$ cat src/rtl/apb_pkg.sv
// apb_pkg: APB master FSM state type and default bus widths
package apb_pkg;
  typedef enum logic [1:0] {IDLE, SETUP, ACCESS} apb_state_e;
  localparam int DEF_ADDR_W = 32;
  localparam int DEF_DATA_W = 32;
endpackage

$ cat src/rtl/rr_arbiter.sv
// rr_arbiter: combinational round-robin pick of the first req at or after ptr (req, ptr, en -> one-hot gnt, binary idx)
module rr_arbiter #(
  parameter int N_REQ = 2,
  parameter int IW = $clog2(N_REQ)
) (
  input  logic [N_REQ-1:0] req,
  input  logic [IW-1:0]    ptr,
  input  logic             en,
  output logic [N_REQ-1:0] gnt,
  output logic [IW-1:0]    idx
);
  always_comb begin
    gnt = '0;
    idx = '0;
    for (int k = N_REQ - 1; k >= 0; k--)
      if (en && req[(int'(ptr) + k) % N_REQ]) begin
        gnt = '0;
        gnt[(int'(ptr) + k) % N_REQ] = 1'b1;
        idx = IW'((int'(ptr) + k) % N_REQ);
      end
  end
endmodule

$ cat src/rtl/apb_rr_master.sv
// apb_rr_master: round-robin APB master (req_* valid/ready in, rsp_* one-cycle pulse out, PSEL1/PENABLE/PWRITE/PADDR/PWDATA out, PRDATA/PREADY/PSLVERR in) with ACCESS watchdog
module apb_rr_master
  import apb_pkg::*;
#(
  parameter int N_REQ = 2,
  parameter int ADDR_W = DEF_ADDR_W,
  parameter int DATA_W = DEF_DATA_W,
  parameter int TIMEOUT_CYC = 16
) (
  input  logic                    clk,
  input  logic                    rst,
  input  logic [N_REQ-1:0]        req_valid,
  output logic [N_REQ-1:0]        req_ready,
  input  logic [N_REQ-1:0]        req_write,
  input  logic [N_REQ*ADDR_W-1:0] req_addr,
  input  logic [N_REQ*DATA_W-1:0] req_wdata,
  output logic [N_REQ-1:0]        rsp_valid,
  output logic [DATA_W-1:0]       rsp_rdata,
  output logic                    rsp_err,
  output logic                    PSEL1,
  output logic                    PENABLE,
  output logic                    PWRITE,
  output logic [ADDR_W-1:0]       PADDR,
  output logic [DATA_W-1:0]       PWDATA,
  input  logic [DATA_W-1:0]       PRDATA,
  input  logic                    PREADY,
  input  logic                    PSLVERR
);
  localparam int IW = $clog2(N_REQ);
  localparam int CW = TIMEOUT_CYC > 0 ? $clog2(TIMEOUT_CYC + 1) : 1;
  apb_state_e state;
  logic [IW-1:0] ptr, idx, idx_q;
  logic [CW-1:0] cnt;
  logic tmo;
  rr_arbiter #(.N_REQ(N_REQ)) u_arb (
    .req(req_valid),
    .ptr(ptr),
    .en(state == IDLE && !rst),
    .gnt(req_ready),
    .idx(idx)
  );
  assign tmo = TIMEOUT_CYC != 0 && cnt == CW'(TIMEOUT_CYC - 1);
  always_ff @(posedge clk or posedge rst)
    if (rst) begin
      state     <= IDLE;
      ptr       <= '0;
      idx_q     <= '0;
      cnt       <= '0;
      rsp_valid <= '0;
      rsp_rdata <= '0;
      rsp_err   <= 1'b0;
      PSEL1     <= 1'b0;
      PENABLE   <= 1'b0;
      PWRITE    <= 1'b0;
      PADDR     <= '0;
      PWDATA    <= '0;
    end else begin
      rsp_valid <= '0;
      rsp_rdata <= '0;
      rsp_err   <= 1'b0;
      case (state)
        IDLE: begin
          cnt <= '0;
          if (|req_ready) begin
            idx_q  <= idx;
            ptr    <= idx == IW'(N_REQ - 1) ? '0 : idx + 1'b1;
            PWRITE <= req_write[idx];
            PADDR  <= req_addr[int'(idx)*ADDR_W +: ADDR_W];
            PWDATA <= req_wdata[int'(idx)*DATA_W +: DATA_W];
            PSEL1  <= 1'b1;
            state  <= SETUP;
          end
        end
        SETUP: begin
          PENABLE <= 1'b1;
          state   <= ACCESS;
        end
        ACCESS: begin
          cnt <= cnt + 1'b1;
          if (PREADY || tmo) begin
            state            <= IDLE;
            PSEL1            <= 1'b0;
            PENABLE          <= 1'b0;
            rsp_valid[idx_q] <= 1'b1;
            rsp_err          <= PREADY ? PSLVERR : 1'b1;
            rsp_rdata        <= PREADY && !PWRITE ? PRDATA : '0;
          end
        end
        default: state <= IDLE;
      endcase
    end
endmodule
$ cat config.mk
export PLATFORM = sky130hd
export DESIGN_NAME = apb_rr_master
export DESIGN_NICKNAME = d
export VERILOG_FILES = /design/src/rtl/apb_pkg.sv /design/src/rtl/rr_arbiter.sv /design/src/rtl/apb_rr_master.sv
export SDC_FILE = /design/constraint.sdc
export NUM_CORES = 1
export LEC_CHECK = 0
export ABC_AREA = 1
export CAP_MARGIN = 20
export CORE_MARGIN = 4
export CORE_UTILIZATION = 35
export CTS_BUF_LIST = sky130_fd_sc_hd__clkbuf_4
export CTS_CLUSTER_DIAMETER = 50
export DETAILED_ROUTE_END_ITERATION = 8
export GPL_TIMING_DRIVEN = 0
export PLACE_DENSITY_LB_ADDON = 0.1
export SLEW_MARGIN = 10
export SYNTH_ARGS = -nofsm -noshare
export SYNTH_HDL_FRONTEND = slang
export SYNTH_SLANG_ARGS = --single-unit
$ cat constraint.sdc
create_clock -name clk -period 10.1 [get_ports clk]
set_input_delay 1.01 -clock clk [delete_from_list [all_inputs] [get_ports clk]]
set_output_delay 1.01 -clock clk [all_outputs]
set_load 0.01 [all_outputs]
==> impl_metrics.ini, run 1 <==
[synth]
syn_area_um2 = 5280
synth_top_family_by_area = simple AND/OR/NAND/NOR gates
yosysSeqAreaShare = 0.527
yosys.area_share.xor_xnor = 0.00332
synthAdderAreaFrac = 0.00474
synth_mux_area_frac = 0
synth-compound-area-share = 0.0138
ys_warn_count = 0
avgSynthCellArea_um2 = 7.97
synthCells = 662
synth_nets = 832
synthSimpleGateAreaFrac = 0.344
ys_ff_latch = 111
ys_types = 25

[clock_tree]
hold_buffers = 0
cts_max_path_buffers = 2
worstSkewPairLatency_ns = 0.48
clk_pin_slew_worst_paths_ns = 0.18
cts_buffers = 9
root_buffer = clkbuf_4
cts_max_level = 3
cts_setup_buffers = 0
cts_resized = 0
cts_sinks = 111
cts_tree = built

[critical_path]
cp_max_fo = 10
path_delay_family = buffers and inverters
rr_worst_depth = 6
cp-start-kind = input port
worst_path_largest_cell_delay_ns = 0.57
worstReg2RegStart = cnt[0]
required_ns = 9.09
crit_chain = clkdlybuf4s50_1, nor2_8, nand2_2, buf_4, inv_2, buf_4, clkdlybuf4s50_1
slowest_stage = clkdlybuf4s50_1
cp_num_buf_inv = 5
crit_cells = 7
crit_path_end_kind = output pin
arrival_ns = 2.87
setup.worst_path.start = rst
path_class = in -> out

[final_layout]
regArea_um2 = 2780
drive_above_1_share = 0.0758
syn_to_final_growth_pct = 59.2
finalInstanceArea_um2 = 8400
multi_input_area_um2 = 1930
nFillCells = 1368
nets = 1115
post-route-util = 0.573

[routing]
wl_per_cell_um = 15.1
vias = 5255
drc = 0
detail-route-antenna-nets = 0
drtIter0Drc = 254
vias_per_cell = 4.63
wirelength_mm = 17.1
dr.pass1.iters = 5

[sta]
drv_slew = 0
fmax_ghz = 0.258
worst_pin_slew_ns = 0.462
rsz0062_at_grt = no
fin_crit_sh = 0.384
skew_ns = 0.0162
fin_crit_ns = 3.88
relSlewSlack = 0.692
finalWorstSetupSlack_ns = 6.22
tns_ns = 0
setup_viol_count_final = 0
hold_violations = 0

[die]
core_area_um2 = 14600
start_util = 0.360
die_y_um = 131
die_area_um2 = 17100
rows = 44
fp.dieW_um = 131
ios = 272

[global_route]
antenna_found_initial = 1
grt_use_total = 0.197
grt_pass1_wl_mm = 26.4
overflow = 0
grt_max_degree = 64
grt_pass1_vias = 5025

[power_and_ir_drop]
p_per_area_nw_per_um2 = 214
cellLeakagePower_nw = 4.07
peakVddDrop_mv = 0.110

[place]
hpwl_mm = 13.2
placed_cell_area_um2 = 8250
post-place-ws_ns = 6.19
gp_congestion = 0.820
port_buffers = 271

[min_path]
hp-class = reg -> reg
whs_path_depth = 1
min-delay-start = idx_q

[run_status]
status = completed

[run]
maxCapViolCount = 0
[layout make-up]
class | count | share of cell area
antenna | 1 | 0.000298
tap | 184 | 0.0274
multi-input combinational | 425 | 0.230
timing repair buffer | 272 | 0.326
clock buffer | 10 | 0.00894
sequential | 111 | 0.331
clock inverter | 6 | 0.00820
inverter | 76 | 0.0346
buffer | 50 | 0.0335
[cell usage in the layout, fill, tap and decap left out]
master           count
o31ai_1              1
a21oi_2              1
xnor2_1              1
clkinv_4             3
buf_16               1
a21boi_2             1
inv_6                2
clkinv_1             1
a22o_1               1
clkbuf_4            10
ha_1                 2
buf_2               33
o22ai_1              1
or2_1                1
o21ai_0              3
buf_1                1
and3_1               1
clkbuf_1             5
nand3_1            198
diode_2              1
o21ai_1              3
nand2_2              3
dfrtp_1            111
inv_2                5
clkdlybuf4s50_1    271
buf_4                8
inv_1               70
bufinv_16            1
nand2_1            170
xor2_1               1
nor2_8               1
nor2_1              36
buf_6                3
[power breakdown]
| group | leakage [nW] | switching [mW] | total (mW) | internal [mW] |
|---|---|---|---|---|
| Sequential | 1.43 | 0.0854 | 0.681 | 0.596 |
| Clock | 0.0786 | 0.154 | 0.234 | 0.0800 |
| Combinational | 2.57 | 0.428 | 0.880 | 0.452 |
[worst paths after layout]
check                                end  slack (ns)
setup / recovery            req_ready[1]        6.22
max in group asynchronous      PADDR[10]        8.36
hold reg to reg             rsp_valid[0]        0.44
min in group asynchronous  rsp_rdata[30]        1.05
hold / removal              rsp_valid[0]        0.44
setup reg to reg                 PENABLE        8.49
[cells in the mapped netlist (all sizes together)]
cell	instances	area, um^2
ha	2	25.0
and3	1	6.26
nor2	37	155
xnor2	1	8.76
inv	76	285
o31ai	1	7.51
nand2	173	657
nand3	198	991
dfrtp	111	2780
or2	1	6.26
a22o	1	8.76
xor2	1	8.76
a21boi	1	11.3
o21ai	6	30.0
o22ai	1	6.26
a21oi	1	8.76
clkbuf	5	18.8
buf	45	263
[layer usage]
metal  wire (um)  share of wire  track usage  vias up
li1            -              -            -     2661
met1        7220           0.42        0.252     2359
met2        7930           0.46        0.320      215
met3        1680          0.098       0.0642       20
met4         317          0.018       0.0617        0
met5           0              0            0        -
[sequential cells by signal (all words and copies together) (netlist names)]
name,flops
cnt,5
PWDATA,32
state,2
ptr,1
rsp_valid,2
PWRITE,1
idx_q,1
PSEL1,1
PENABLE,1
PADDR,32
rsp_err,1
rsp_rdata,32
[cells by family after synthesis]
family          after synthesis
buf+inv                     126
xor+xnor                      2
compound gates               11
flops                       111
fa+ha+maj                     2
simple gates                410
[per-stage QoR]
stage	power [mW]	hold WS (ns)	cells
2_1_floorplan	1.10	0.403	662
3_5_place_dp	1.58	0.425	1118
6_report	1.80	0.441	1135
4_1_cts	1.82	0.447	1134
5_1_grt	1.93	0.466	1135
3_3_place_gp	1.57	0.410	1117
Power figures use the tool's default switching activity.
==> run 2: changes to the inputs <==
==> constraint.sdc (replaced) <==
create_clock -name clk -period 3.5 [get_ports clk]
set_input_delay 0.35 -clock clk [delete_from_list [all_inputs] [get_ports clk]]
set_output_delay 0.35 -clock clk [all_outputs]
set_load 0.01 [all_outputs]
==> results of run 2 <==
The final DEF is identical to that of run 1. Status: completed.
Among the figures that moved: setup slack after placement 6.19 ns -> 0.912 ns; setup slack after layout 6.22 ns -> 0.808 ns; hold slack 0.441 ns -> 0.370 ns; start point of the critical path rst -> state[0]; register-to-register setup slack 8.49 ns -> 1.89 ns; end point of the worst hold path rsp_valid[0] -> rsp_rdata[30]; total power 1.80 mW -> 5.18 mW; worst IR drop on VDD 0.110 mV -> 0.319 mV
==> RTL edit, RTL diff (config.mk and constraints of run 2) <==
Encoding of `apb_state_e`: now one-hot (3 bits for 3 states).
--- a/src/rtl/apb_pkg.sv
+++ b/src/rtl/apb_pkg.sv
@@ -1,5 +1,5 @@
 // apb_pkg: APB master FSM state type and default bus widths
 package apb_pkg;
-  typedef enum logic [1:0] {IDLE, SETUP, ACCESS} apb_state_e;
+  typedef enum logic [2:0] {IDLE = 3'b001, SETUP = 3'b010, ACCESS = 3'b100} apb_state_e;
   localparam int DEF_ADDR_W = 32;
   localparam int DEF_DATA_W = 32;
Function: no difference found for any inputs over 4 cycles, from zero or initial values and one cycle with rst high; so few cycles prove little.
==> RTL edit against run 2 <==
  * Final area down 6.4%
  * Sequential share of layout area is 2.6 points higher
  * Setup slack lost 0.17 ns
  * Wire length shrank 9.9%
  * First-iteration DRC count is 28% lower
  * Critical path depth shrank 1
  * Synthesized area decreased by 11%
  * Clock power grew 7.3%
  * Global-route usage down 0.11 points
  * Sequential cell count up 1
  * Core utilization is 2.3 points higher
  * Total power shrank 10%
  * Largest power group unchanged
==> RTL edit: results (changes against run 2) <==
Routability Congestion=0.8088 (-1.4%); first-pass GRT wire length=23400 um (-11%); synth cell count leaders=nand2_1, dfrtp_1, nand3_1; synth unique cells=26 (+4.0%); Critical-path top delay cell=dfstp_2; DRT Pass-1 Iters=4 (-1); DP HPWL=12170 um (-7.5%); Final nets=995 (-11%); Wirelength per Cell=15.35 um (+1.6%); post-placement setup slack=0.7418 ns (-0.1706 ns); Synth Net Count=710 (-15%); Area contributors post-synth=dfrtp_1, nand2_1, nand3_1; First DRT Iteration DRCs=183 (-28%); placed cells=990 (-11%); largest net degree at the start of global routing=37 (-42%); Antenna Cells=0 (-1); worst vdd ir=0.0003738 V (+17%); slew margin rel.=0.6062 (-0.08598); Total Routing Usage GR=0.1964 (-0.001083); Syn Inst Count=540 (-18%); sequential area share after synthesis=0.5962 (+0.06960); Final Skew=0.01011 ns (-0.006115 ns); status=finished clean; drt total wl=15440 um (-9.9%); post-placement cell area=0.007700 mm^2 (-6.7%)
-- RTL edit: changes by cell type after synthesis, sizes merged, moves of 3 or more --
| cell | run 2 | this run |
|---|---|---|
| nand2 | 173 | 239 |
| inv | 76 | 26 |
| buf | 45 | 22 |
| nor2 | 37 | 44 |
| a21oi | 1 | 6 |
| nand3 | 198 | 77 |
| o21ai | 6 | 3 |
-- RTL edit: power groups by stage --
| stage | combinational (mW) | clock [mW] | sequential (mW) |
|---|---|---|---|
| 6_report | 2.02 | 0.723 | 1.90 |
| 5_1_grt | 2.21 | 0.801 | 1.95 |
| 4_1_cts | 2.06 | 0.749 | 1.90 |
| 3_5_place_dp | 2.05 | 0 | 1.93 |
| 3_3_place_gp | 2.01 | 0 | 1.91 |
| 2_1_floorplan | 0.665 | 0 | 2.09 |
-- RTL edit: layer usage --
metal  GRT usage  vias up  routed length (um)
met5           0        -                   0
met3     0.07766       18                1785
met1      0.2194     2127                5841
li1            -     2247                   -
met4     0.06913        0                 277
met2      0.3403      193                7535
-- RTL edit: logic make-up (layout without fill, tap and decap cells) --
group | after synthesis | count (layout) | synth area share
compound gates | 11 | 11 | 0.01490
fa+ha+maj | 2 | 2 | 0.005320
buf+inv | 53 | 343 | 0.06518
flops | 112 | 112 | 0.5962
simple gates | 362 | 362 | 0.3184
-- RTL edit: metrics by stage --
step	TNS [ns]	power, mW	utilization
floorplan	0	2.760	-
global placement	-5.915	3.921	0.5792
detailed placement	0	3.983	0.5838
CTS	0	4.712	0.5960
global route	0	4.962	0.5960
finish	0	4.642	0.5960
-- RTL edit: area by class of cell --
type	instances	area [um^2]
Clock buffer	9	67.56
Tap cell	176	220.2
Clock inverter	7	93.84
Multi-Input combinational cell	375	1593
Timing Repair Buffer	274	2773
Sequential cell	112	2804
Inverter	27	107.6
Fill cell	1177	5329
Buffer	26	202.7
-- RTL edit: path summary, 6_finish.rpt --
path,start,end,slack [ns]
min in group clk,PRDATA[16],rsp_rdata[16],0.37
min reg2reg,idx_q,rsp_valid[0],0.44
max,state[0],req_ready[1],0.64
max in group asynchronous,rst,PADDR[13],2.40
max reg2reg,state[0],PADDR[19],1.84
min,rst,PADDR[19],0.36
